### src/rtl/serial_magnitude_comparator.sv
// Serial magnitude comparator: scans two captured operands DIGIT bits per
// cycle from the most significant digit and stops at the first differing
// digit. Signed compares bias both operands (MSB flip) so the scan itself is
// always unsigned.
//
// Ports:
//   clk, rst_n         clock, synchronous active-low reset
//   start              request, accepted in IDLE or in the done cycle
//   opA, opB           operands, captured on the accepting edge
//   sel                relation: EQ/NE/LT/LE/GT/GE, 11x reserved (res = 0)
//   signed_cmp         1 = two's-complement compare
//   busy               digits being scanned
//   done               one-cycle result-valid pulse
//   res                outcome of the selected relation
//   eq, lt, gt         raw relation flags, held until the next completed compare
module serial_magnitude_comparator #(
    parameter int unsigned WIDTH = 16,
    parameter int unsigned DIGIT = 4
) (
    input  logic             clk,
    input  logic             rst_n,
    input  logic             start,
    input  logic [WIDTH-1:0] opA,
    input  logic [WIDTH-1:0] opB,
    input  logic [2:0]       sel,
    input  logic             signed_cmp,
    output logic             busy,
    output logic             done,
    output logic             res,
    output logic             eq,
    output logic             lt,
    output logic             gt
);

    localparam int unsigned NDIG = WIDTH / DIGIT;
    localparam int unsigned IDXW = (NDIG > 1) ? $clog2(NDIG) : 1;

    localparam logic [1:0] IDLE = 2'd0;
    localparam logic [1:0] SCAN = 2'd1;
    localparam logic [1:0] FIN  = 2'd2;

    logic [1:0]       r_state;
    logic [WIDTH-1:0] r_a;
    logic [WIDTH-1:0] r_b;
    logic [2:0]       r_sel;
    logic [IDXW-1:0]  r_idx;
    logic             r_busy;
    logic             r_done;
    logic             r_res;
    logic             r_eq;
    logic             r_lt;
    logic             r_gt;

    logic [1:0]       w_state_nxt;
    logic             w_accept;
    logic             w_load;
    logic [IDXW-1:0]  w_idx_nxt;
    logic             w_eq_nxt;
    logic             w_lt_nxt;
    logic             w_gt_nxt;
    logic             w_res_nxt;
    logic [DIGIT-1:0] w_sa;
    logic [DIGIT-1:0] w_sb;
    logic [WIDTH-1:0] w_bias;

    // MSB flip maps two's-complement order onto unsigned order
    assign w_bias = {signed_cmp, {(WIDTH-1){1'b0}}};

    // Digit currently under inspection
    assign w_sa = r_a[r_idx*DIGIT +: DIGIT];
    assign w_sb = r_b[r_idx*DIGIT +: DIGIT];

    // Next-state, scan step and result selection
    always_comb begin
        w_state_nxt = r_state;
        w_accept    = 1'b0;
        w_load      = 1'b0;
        w_idx_nxt   = r_idx;
        w_eq_nxt    = r_eq;
        w_lt_nxt    = r_lt;
        w_gt_nxt    = r_gt;
        w_res_nxt   = r_res;

        case (r_state)
            IDLE, FIN: begin
                if (start) begin
                    w_accept    = 1'b1;
                    w_state_nxt = SCAN;
                end else begin
                    w_state_nxt = IDLE;
                end
            end
            SCAN: begin
                if (w_sa != w_sb) begin
                    // First differing digit decides the order
                    w_load      = 1'b1;
                    w_eq_nxt    = 1'b0;
                    w_lt_nxt    = (w_sa < w_sb);
                    w_gt_nxt    = (w_sa > w_sb);
                    w_state_nxt = FIN;
                end else if (r_idx == '0) begin
                    w_load      = 1'b1;
                    w_eq_nxt    = 1'b1;
                    w_lt_nxt    = 1'b0;
                    w_gt_nxt    = 1'b0;
                    w_state_nxt = FIN;
                end else begin
                    w_idx_nxt   = r_idx - IDXW'(1);
                end
            end
            default: w_state_nxt = IDLE;
        endcase

        case (r_sel)
            3'b000:  w_res_nxt = w_eq_nxt;
            3'b001:  w_res_nxt = !w_eq_nxt;
            3'b010:  w_res_nxt = w_lt_nxt;
            3'b011:  w_res_nxt = w_lt_nxt | w_eq_nxt;
            3'b100:  w_res_nxt = w_gt_nxt;
            3'b101:  w_res_nxt = w_gt_nxt | w_eq_nxt;
            default: w_res_nxt = 1'b0;
        endcase
    end

    // State, captured operands and registered outputs
    always_ff @(posedge clk) begin
        if (!rst_n) begin
            r_state <= IDLE;
            r_a     <= '0;
            r_b     <= '0;
            r_sel   <= '0;
            r_idx   <= '0;
            r_busy  <= 1'b0;
            r_done  <= 1'b0;
            r_res   <= 1'b0;
            r_eq    <= 1'b0;
            r_lt    <= 1'b0;
            r_gt    <= 1'b0;
        end else begin
            r_state <= w_state_nxt;
            r_busy  <= (w_state_nxt == SCAN);
            r_done  <= (w_state_nxt == FIN);
            if (w_accept) begin
                r_a   <= opA ^ w_bias;
                r_b   <= opB ^ w_bias;
                r_sel <= sel;
                r_idx <= IDXW'(NDIG - 1);
            end else begin
                r_idx <= w_idx_nxt;
            end
            if (w_load) begin
                r_eq  <= w_eq_nxt;
                r_lt  <= w_lt_nxt;
                r_gt  <= w_gt_nxt;
                r_res <= w_res_nxt;
            end
        end
    end

    assign busy = r_busy;
    assign done = r_done;
    assign res  = r_res;
    assign eq   = r_eq;
    assign lt   = r_lt;
    assign gt   = r_gt;

endmodule

### config.mk
export PLATFORM = sky130hd
export DESIGN_NAME = serial_magnitude_comparator
export DESIGN_NICKNAME = d
export VERILOG_FILES = /design/src/rtl/serial_magnitude_comparator.sv
export SDC_FILE = /design/constraint.sdc
export NUM_CORES = 1
export LEC_CHECK = 0
export ABC_AREA = 0
export CORE_MARGIN = 5
export CORE_UTILIZATION = 54
export DETAILED_ROUTE_END_ITERATION = 10
export GPL_ROUTABILITY_DRIVEN = 0
export PLACE_DENSITY_LB_ADDON = 0.15
export SLEW_MARGIN = 25
export SYNTH_ARGS = -nofsm -noshare
export SYNTH_HDL_FRONTEND = slang
export SYNTH_SLANG_ARGS = --single-unit
### constraint.sdc
create_clock -name clk -period 7.54 [get_ports clk]
set_clock_uncertainty 0.05 [all_clocks]
set_input_delay 1.885 -clock clk [delete_from_list [all_inputs] [get_ports clk]]
set_output_delay 1.885 -clock clk [all_outputs]
set_load 0.01 [all_outputs]
==> flow_summary_export.csv, run 1 <==
group,metric,value,unit
placed_design,place_inst,303,
cts,postCtsHoldBufs,0,
drt,drt-initial-drc-count,124,
worst_hold_path,min-delay-start,"r_b[9]$_SDFFE_PN0P_",
floorplan,dieArea,0.005122,mm2
placed_design,place_area,0.002502,mm2
logic_synthesis,async_reset_ff_frac,0,
floorplan,initial_utilization,0.5591,
logic_synthesis,synthTopCellsByArea,"dfxtp_1 (44%), a21boi_0 (13%), nand2_1 (13%)",
worst_hold_path,worstHoldPathCells,2,
cts,clkSinkCount,45,
worst_setup_path,cpPeakStageDelay,0.58,ns
logic_synthesis,synth.most_common_cell,"nand2_1",
sta,fin_crit_sh,0.4131,
logic_synthesis,avgSynthCellArea,9.179,um2
cts,post_cts_buffers,0,
worst_setup_path,crit_slowest_cell,"and2b_2",
power_and_ir_drop,powerDensity,201.0,mW/mm2
floorplan,rows,22,
drt,wl_per_cell,12.86,um
final_layout,seq_area,900.9,um2
status,status,"completed",
power_and_ir_drop,leakage,1.003,nW
logic_synthesis,synth_top_area_share,0.4401,
final_layout,n_fill_cell,308,
power_and_ir_drop,fin_total_pwr,0.0005204,W
worst_setup_path,end_kind,"flop",
cts,clk_pin_slew,0.07,ns
drt,wl,3987,um
global_route,antenna_found_initial,0,
worst_setup_path,crit_type,"primary input to flop",
logic_synthesis,synth.distinct_cells,33,
worst_setup_path,path_cells,"clkdlybuf4s50_1 > and2b_2 > nand2_1 > a21boi_0",
worst_setup_path,cp_data_required_time,7.70,ns
cts,cts_buffers,5,
worst_hold_path,holdPathEnd,"r_b[9]$_SDFFE_PN0P_",
sta,fin_ws,4.425,ns
sta,finalSetupViolCount,0,
logic_synthesis,synth_top_cell_by_area,"dfxtp_1",
global_route,grt-ovfl-total,0,
floorplan,die_w,71.57,um
worst_setup_path,cp-start-kind,"primary input",
drt,ant_nets,0,
final_layout,multiInputGateArea,0.001064,mm2
run,maxCapViolCount,0,
logic_synthesis,synth_top_family_by_area,"simple AND/OR/NAND/NOR gates",
worst_hold_path,min_path_type,"flop to flop",
global_route,first_global_vias,1610,
drt,detail_route.vias_per_cell,5.045,
final_layout,final_nets,306,
sta,final_max_slew_viol_count,0,
logic_synthesis,synthTopCellsByCount,"nand2_1 (70), dfxtp_1 (45), a21boi_0 (36), mux4_2 (8)",
logic_synthesis,synthFlopType,"dfxtp_1",
logic_synthesis,yosysWarnings,0,
logic_synthesis,syn_area,0.002047,mm2
floorplan,dieHeight,71.57,um
sta,hold_viol,0,
logic_synthesis,synth.area.mux_share,0.09291,
logic_synthesis,yosys.area_share.xor_xnor,0.01711,
power_and_ir_drop,irDropWorstVdd,0.1320,mV
drt,first_pass_iters,4,
sta,fmax,321.0,MHz
final_layout,stdcell_area,0.002589,mm2
cts,htreeDepth,2,
logic_synthesis,syn-num-nets,267,
final_layout,drive_above_1_share,0.08397,
global_route,grt_max_degree,46,
logic_synthesis,ys_ff_latch,45,
cts,root_buffer,"clkbuf_8",
worst_setup_path,crit_arrival,3.28,ns
worst_setup_path,worstRegToRegCells,7,
sta,worst_pin_slew,0.6684,ns
final_layout,area_delta_synth_final,26.47,%
sta,rsz0062_at_grt,"false",
final_layout,antennaDiodeCount,0,
worst_setup_path,reg2reg_to,"r_idx[1]$_SDFFE_PN0P_",
sta,period_needed,3.115,ns
floorplan,io_pins,45,
drt,drc_errors,0,
worst_setup_path,r2r_slack,4.83,ns
worst_setup_path,r2r_start,"r_idx[0]$_SDFFE_PN0P_",
global_route,grt_pass1_wl,6893,um
cts,ctsLongestPathBuffers,2,
placed_design,port_buffers,44,
sta,slew_headroom,0.5544,
placed_design,dpl.hpwl,2728,um
logic_synthesis,synth_compound_area_frac,0.1822,
drt,via_count,1564,
placed_design,dp_slack,4.134,ns
final_layout,final_cell_count_no_fill,310,
logic_synthesis,synth.yosys.seq_area_share,0.4401,
cts,tritoncts,"built",
cts,ctsResizeCount,0,
worst_setup_path,critical_path.max_fanout,38,
logic_synthesis,synth_edf_count,0,
logic_synthesis,synth_adder_area_share,0.03056,
global_route,grt_usage,0.1662,
logic_synthesis,synthSimpleGateAreaFrac,0.1962,
logic_synthesis,syn_inst,223,
cts,clock_latency,0.29,ns
sta,tns,0,ns
floorplan,core,0.003661,mm2
==> logic make-up (layout without fill, tap and decap cells) <==
group	count (synthesis)	in the layout
XOR/XNOR	4	4
AND/OR/NAND/NOR	88	88
multiplexers	9	9
buffers and inverters	20	59
AO/OA/AOI/OAI	52	52
adder cells (fa/ha/maj)	5	5
flip-flops	45	45
==> critical path, delay by kind of cell <==
kind | cells | cell delay, ns
compound gates | 1 | 0.19
buf+inv | 1 | 0.47
simple gates | 2 | 0.71
==> metrics by stage <==
step	utilization	hold slack, ns
global route	0.7071	0.4424
global placement	0.6832	0.3981
CTS	0.7071	0.4181
floorplan	-	0.3902
finish	0.7071	0.4126
detailed placement	0.6835	0.4062
==> area by class of cell <==
class | instances | share of cell area
tap | 48 | 0.02320
multi-input combinational | 158 | 0.4108
inverter | 6 | 0.008700
clock buffer | 7 | 0.03335
sequential | 45 | 0.3480
timing repair buffer | 46 | 0.1759
==> registers in the layout (all words and copies together) (netlist names), 2 cells and up <==
| signal | cells |
|---|---|
| r_b | 16 |
| r_idx | 2 |
| r_a | 16 |
| r_sel | 3 |
| r_state | 2 |
==> worst max-delay path by stage <==
stage	start	endpoint	depth (start not counted)
after floorplan	start	r_a[0]$_SDFFE_PN0P_	5
after global placement	start	r_sel[1]$_SDFFE_PN0P_	4
after detailed placement	start	r_a[8]$_SDFFE_PN0P_	4
after CTS	start	r_a[0]$_SDFFE_PN0P_	4
after global routing	start	r_a[0]$_SDFFE_PN0P_	4
final	start	r_a[0]$_SDFFE_PN0P_	4
==> placed cells by master (no fill, tap or decap), drive strengths merged <==
cell	netlist	final
o211a	2	2
ha	5	5
mux2i	1	1
or3	1	1
a211o	1	1
nand2b	3	3
mux4	8	8
or3b	1	1
a31oi	1	1
a21boi	37	37
o21a	1	1
nor2b	1	1
inv	6	6
nor2	2	2
nand3	1	1
a21oi	4	4
and3b	2	2
nand2	71	71
a22oi	1	1
o21ai	5	5
nand4	1	1
xor2	1	1
clkbuf	7	7
xnor2	3	3
and2b	2	2
nand3b	1	1
clkdlybuf4s50	0	44
buf	7	2
and2	2	2
dfxtp	45	45
==> per-layer routing <==
metal  global-route usage  wire, um  vias up
li1                     -         -      822
met1               0.1956      1806      700
met2               0.2918      1893       34
met3              0.04348       227        8
met4              0.05637        60        0
met5                    0         0        -
==> where the power goes <==
| part | leakage (nW) | internal [W] | switching [W] |
|---|---|---|---|
| combinational | 0.588 | 0.0000596 | 0.0000453 |
| clock | 0.0443 | 0.0000727 | 0.0000738 |
| sequential | 0.370 | 0.000255 | 0.0000136 |
| total | 1.00 | 0.000388 | 0.000133 |
No activity file was read; power rests on OpenSTA's default activity.
==> run 2: changes to the inputs <==
- CORE_UTILIZATION: 54 -> 45
- clock period: 7.54 -> 2.7 ns (I/O delays scaled with it)
==> flow_summary_export.csv, run 2 (same netlist as run 1, synthesis figures left out) <==
group,metric,value,unit
status,status,"completed",
worst_setup_path,crit_type,"flop to flop",
final_layout,seq_area,900.9,um2
sta,period_needed,2.527,ns
global_route,antenna_found_initial,0,
power_and_ir_drop,powerDensity,553.8,mW/mm2
sta,hold_viol,0,
sta,fin_crit_sh,0.9361,
cts,root_buffer,"clkbuf_8",
cts,post_cts_buffers,0,
power_and_ir_drop,leakage,1.022,nW
floorplan,rows,24,
final_layout,antennaDiodeCount,0,
final_layout,mostFrequentLayoutCells,"nand2_1 (70), dfxtp_1 (45), clkdlybuf4s50_1 (44)",
cts,clock_latency,0.29,ns
cts,ctsResizeCount,0,
worst_setup_path,end_kind,"flop",
cts,tritoncts,"built",
worst_setup_path,cp_data_required_time,2.84,ns
cts,ctsLongestPathBuffers,2,
drt,wl_per_cell,13.13,um
drt,detail_route.vias_per_cell,5.134,
drt,ant_nets,0,
final_layout,final_core_util,0.5993,
sta,fin_ws,0.1726,ns
cts,clkSinkCount,45,
final_layout,final_nets,311,
global_route,grt-ovfl-total,0,
placed_design,port_buffers,44,
final_layout,area_delta_synth_final,28.36,%
final_layout,drive_above_1_share,0.09701,
final_layout,final_common_cell,"nand2_1",
global_route,first_global_vias,1539,
sta,worst_pin_slew,0.5551,ns
power_and_ir_drop,irDropWorstVdd,0.2857,mV
worst_setup_path,critical_path.max_fanout,5,
floorplan,dieHeight,77.45,um
global_route,grt_max_degree,37,
placed_design,dp_slack,0.1632,ns
cts,postCtsHoldBufs,0,
sta,fmax,395.7,MHz
drt,wl,4202,um
drt,drt-initial-drc-count,74,
global_route,grt_pass1_wl,6962,um
cts,cts_buffers,5,
worst_setup_path,cp-start-kind,"flop",
final_layout,multiInputGateArea,0.001062,mm2
sta,rsz0062_at_grt,"false",
floorplan,initial_utilization,0.4669,
final_layout,reg.largest.list,"r_a (16), r_b (16), r_sel (3)",
run,maxCapViolCount,0,
drt,drc_errors,0,
drt,first_pass_iters,4,
worst_hold_path,min_path_type,"flop to flop",
drt,via_count,1643,
floorplan,core,0.004384,mm2
floorplan,dieArea,0.005998,mm2
sta,final_max_slew_viol_count,0,
cts,htreeDepth,2,
placed_design,dpl.hpwl,3130,um
sta,finalSetupViolCount,0,
floorplan,die_w,77.45,um
cts,clk_pin_slew,0.08,ns
worst_setup_path,crit_arrival,2.67,ns
final_layout,n_fill_cell,392,
sta,slew_headroom,0.6287,
sta,tns,0,ns
floorplan,io_pins,45,
global_route,grt_usage,0.1425,
[run 2: area by class of cell]
| cell class | instances | share of cell area |
|---|---|---|
| Inverter | 6 | 0.008571 |
| Tap cell | 52 | 0.02476 |
| Timing Repair Buffer | 51 | 0.1876 |
| Clock buffer | 7 | 0.02905 |
| Clock inverter | 1 | 0.002857 |
| Sequential cell | 45 | 0.3429 |
| Multi-Input combinational cell | 158 | 0.4043 |
[run 2: worst max-delay path: stages, from the launching register on]
cell and delay (ns):
dfxtp_1 0.43, buf_4 0.17, mux4_2 0.51, ha_1 0.32, nand4_2 0.19, or3b_4 0.45
nand2_1 0.08, o21ai_1 0.06, o21a_1 0.16
[run 2: path summary, 6_finish.rpt]
check / start / endpoint / slack [ns] / cells past startpoint
worst max-delay path: r_idx[0]$_SDFFE_PN0P_ / r_idx[1]$_SDFFE_PN0P_ / 0.17 / 8
worst min-delay path: r_a[3]$_SDFFE_PN0P_ / r_a[3]$_SDFFE_PN0P_ / 0.42 / 2
worst max register to register: r_idx[0]$_SDFFE_PN0P_ / r_idx[1]$_SDFFE_PN0P_ / 0.17 / 8
worst min register to register: r_a[3]$_SDFFE_PN0P_ / r_a[3]$_SDFFE_PN0P_ / 0.42 / 2
[run 2: through the flow]
step | total power, W | instances | hold slack, ns | instance area [um2]
6_report | 0.001455 | 320 | 0.4169 | 2628
5_1_grt | 0.001530 | 320 | 0.4459 | 2628
4_1_cts | 0.001470 | 320 | 0.4202 | 2628
3_5_place_dp | 0.001073 | 312 | 0.4087 | 2544
3_3_place_gp | 0.001068 | 312 | 0.3995 | 2544
2_1_floorplan | 0.0009463 | 223 | 0.3902 | 2047
[run 2: power breakdown]
part	leakage, nW	switching, W	internal (W)
Sequential	0.370	0.0000350	0.000713
Combinational	0.613	0.000132	0.000174
Clock	0.0385	0.000218	0.000183
[run 2: metal layers]
layer / up-vias / part of all wire / track usage
li1: 843 / - / -
met1: 761 / 0.45 / 0.1797
met2: 35 / 0.48 / 0.2306
met3: 4 / 0.055 / 0.04630
met4: 0 / 0.013 / 0.04639
met5: - / 0 / 0
==> run 3: changes to the inputs <==
- CORE_UTILIZATION: 45 -> 50
- CTS_CLUSTER_SIZE: not set -> 28
- clock period: 2.7 -> 2.8 ns (I/O delays scaled with it)
==> flow_summary_export.csv, run 3 (same netlist as run 1, synthesis figures left out) <==
group,metric,value,unit
power_and_ir_drop,powerDensity,548.9,mW/mm2
drt,via_count,1609,
placed_design,port_buffers,44,
sta,finalSetupViolCount,0,
global_route,grt-ovfl-total,0,
drt,detail_route.vias_per_cell,5.060,
final_layout,stdcell_area,0.002641,mm2
global_route,grt_usage,0.1584,
worst_setup_path,crit_arrival,2.73,ns
sta,fmax,388.7,MHz
floorplan,dieHeight,73.99,um
sta,fin_crit_sh,0.9189,
sta,slew_headroom,0.7251,
sta,hold_viol,0,
final_layout,final_common_cell,"nand2_1",
drt,drt-initial-drc-count,62,
drt,wl_per_cell,12.57,um
final_layout,reg.largest.list,"r_a (16), r_b (16), r_sel (3)",
cts,clock_latency,0.30,ns
cts,cts_buffers,5,
drt,drc_errors,0,
cts,clkSinkCount,45,
floorplan,core,0.003971,mm2
floorplan,initial_utilization,0.5154,
sta,fin_ws,0.2271,ns
cts,tritoncts,"built",
power_and_ir_drop,irDropWorstVdd,0.3884,mV
global_route,grt_pass1_wl,6672,um
cts,clk_pin_slew,0.09,ns
global_route,antenna_found_initial,0,
cts,ctsLongestPathBuffers,2,
power_and_ir_drop,leakage,1.035,nW
sta,period_needed,2.573,ns
drt,first_pass_iters,4,
floorplan,dieArea,0.005474,mm2
floorplan,die_w,73.99,um
placed_design,place_area,0.002541,mm2
worst_hold_path,min-delay-start,"r_b[9]$_SDFFE_PN0P_",
worst_setup_path,path_cells,"buf_4 > mux4_2 > ha_1 > nand4_2 > or3b_4 > nand2_1 > o21ai_1 > o21a_1",
final_layout,antennaDiodeCount,0,
final_layout,final_nets,311,
worst_setup_path,cp_data_required_time,2.95,ns
worst_setup_path,crit_slowest_cell,"mux4_2",
cts,root_buffer,"clkbuf_8",
worst_hold_path,min_path_type,"flop to flop",
worst_setup_path,critical_path.max_fanout,5,
cts,post_cts_buffers,0,
worst_setup_path,cp-start-kind,"flop",
sta,final_max_slew_viol_count,0,
final_layout,drive_above_1_share,0.1045,
global_route,first_global_vias,1508,
final_layout,area_delta_synth_final,29.03,%
cts,ctsResizeCount,0,
placed_design,dpl.hpwl,2959,um
sta,holdWs,0.4157,ns
global_route,grt_max_degree,24,
worst_setup_path,end_kind,"flop",
cts,postCtsHoldBufs,0,
final_layout,mostFrequentLayoutCells,"nand2_1 (70), dfxtp_1 (45), clkdlybuf4s50_1 (44)",
drt,wl,3996,um
floorplan,rows,23,
worst_setup_path,r2r_start,"r_idx[0]$_SDFFE_PN0P_",
worst_setup_path,r2r_slack,0.23,ns
placed_design,dp_slack,0.2186,ns
final_layout,final_core_util,0.6651,
worst_setup_path,crit_type,"flop to flop",
sta,tns,0,ns
drt,ant_nets,0,
status,status,"completed",
floorplan,io_pins,45,
sta,worst_pin_slew,0.4118,ns
worst_setup_path,cpPeakStageDelay,0.50,ns
sta,rsz0062_at_grt,"false",
worst_setup_path,critPathLaunch,"r_idx[0]$_SDFFE_PN0P_",
cts,htreeDepth,2,
run,maxCapViolCount,0,
[run 3: cell count changes in the layout (fill, tap and decap cells not counted), sizes merged]
cell      change
clkinvlp      -1
clkinv        +1
inv           +1
clkbuf        -1
[run 3: critical path, delay by kind of cell (launching register included)]
kind | cells | cell delay [ns]
buffers and inverters | 1 | 0.21
adders and majority gates | 1 | 0.30
DFF | 1 | 0.46
AOI/OAI and AO/OA | 2 | 0.23
muxes | 1 | 0.50
and+or+nand+nor | 3 | 0.73
[run 3: report_power, final]
group	switching (W)	internal, W	leakage (nW)
registers	0.0000335	0.000688	0.370
logic	0.000126	0.000167	0.613
clock network	0.000231	0.000205	0.0518
[run 3: final cells by class]
class	count	area [um2]
fill	357	1330
tap	50	62.56
multi-input combinational	158	1062
inverter	6	22.52
clock inverter	2	17.52
sequential	45	900.9
timing repair buffer	51	493.0
clock buffer	6	82.58
[run 3: worst paths after layout]
path	endpoint	cells after the start
worst min-delay path	r_b[9]$_SDFFE_PN0P_	2
worst max-delay path	r_idx[1]$_SDFFE_PN0P_	8
worst min register to register	r_b[9]$_SDFFE_PN0P_	2
worst max register to register	r_idx[1]$_SDFFE_PN0P_	8
[run 3: routing by layer]
metal  track usage  routed length, um  up-vias
li1              -                  -      838
met1        0.2019               1888      726
met2        0.2520               1787       38
met3       0.04865                267        7
met4       0.06237                 53        0
met5             0                  0        -
[run 3: through the flow]
stage,power [W],cells
6_report,0.001450,318
5_1_grt,0.001522,318
4_1_cts,0.001463,318
3_5_place_dp,0.001032,310
3_3_place_gp,0.001028,310
2_1_floorplan,0.0009125,223
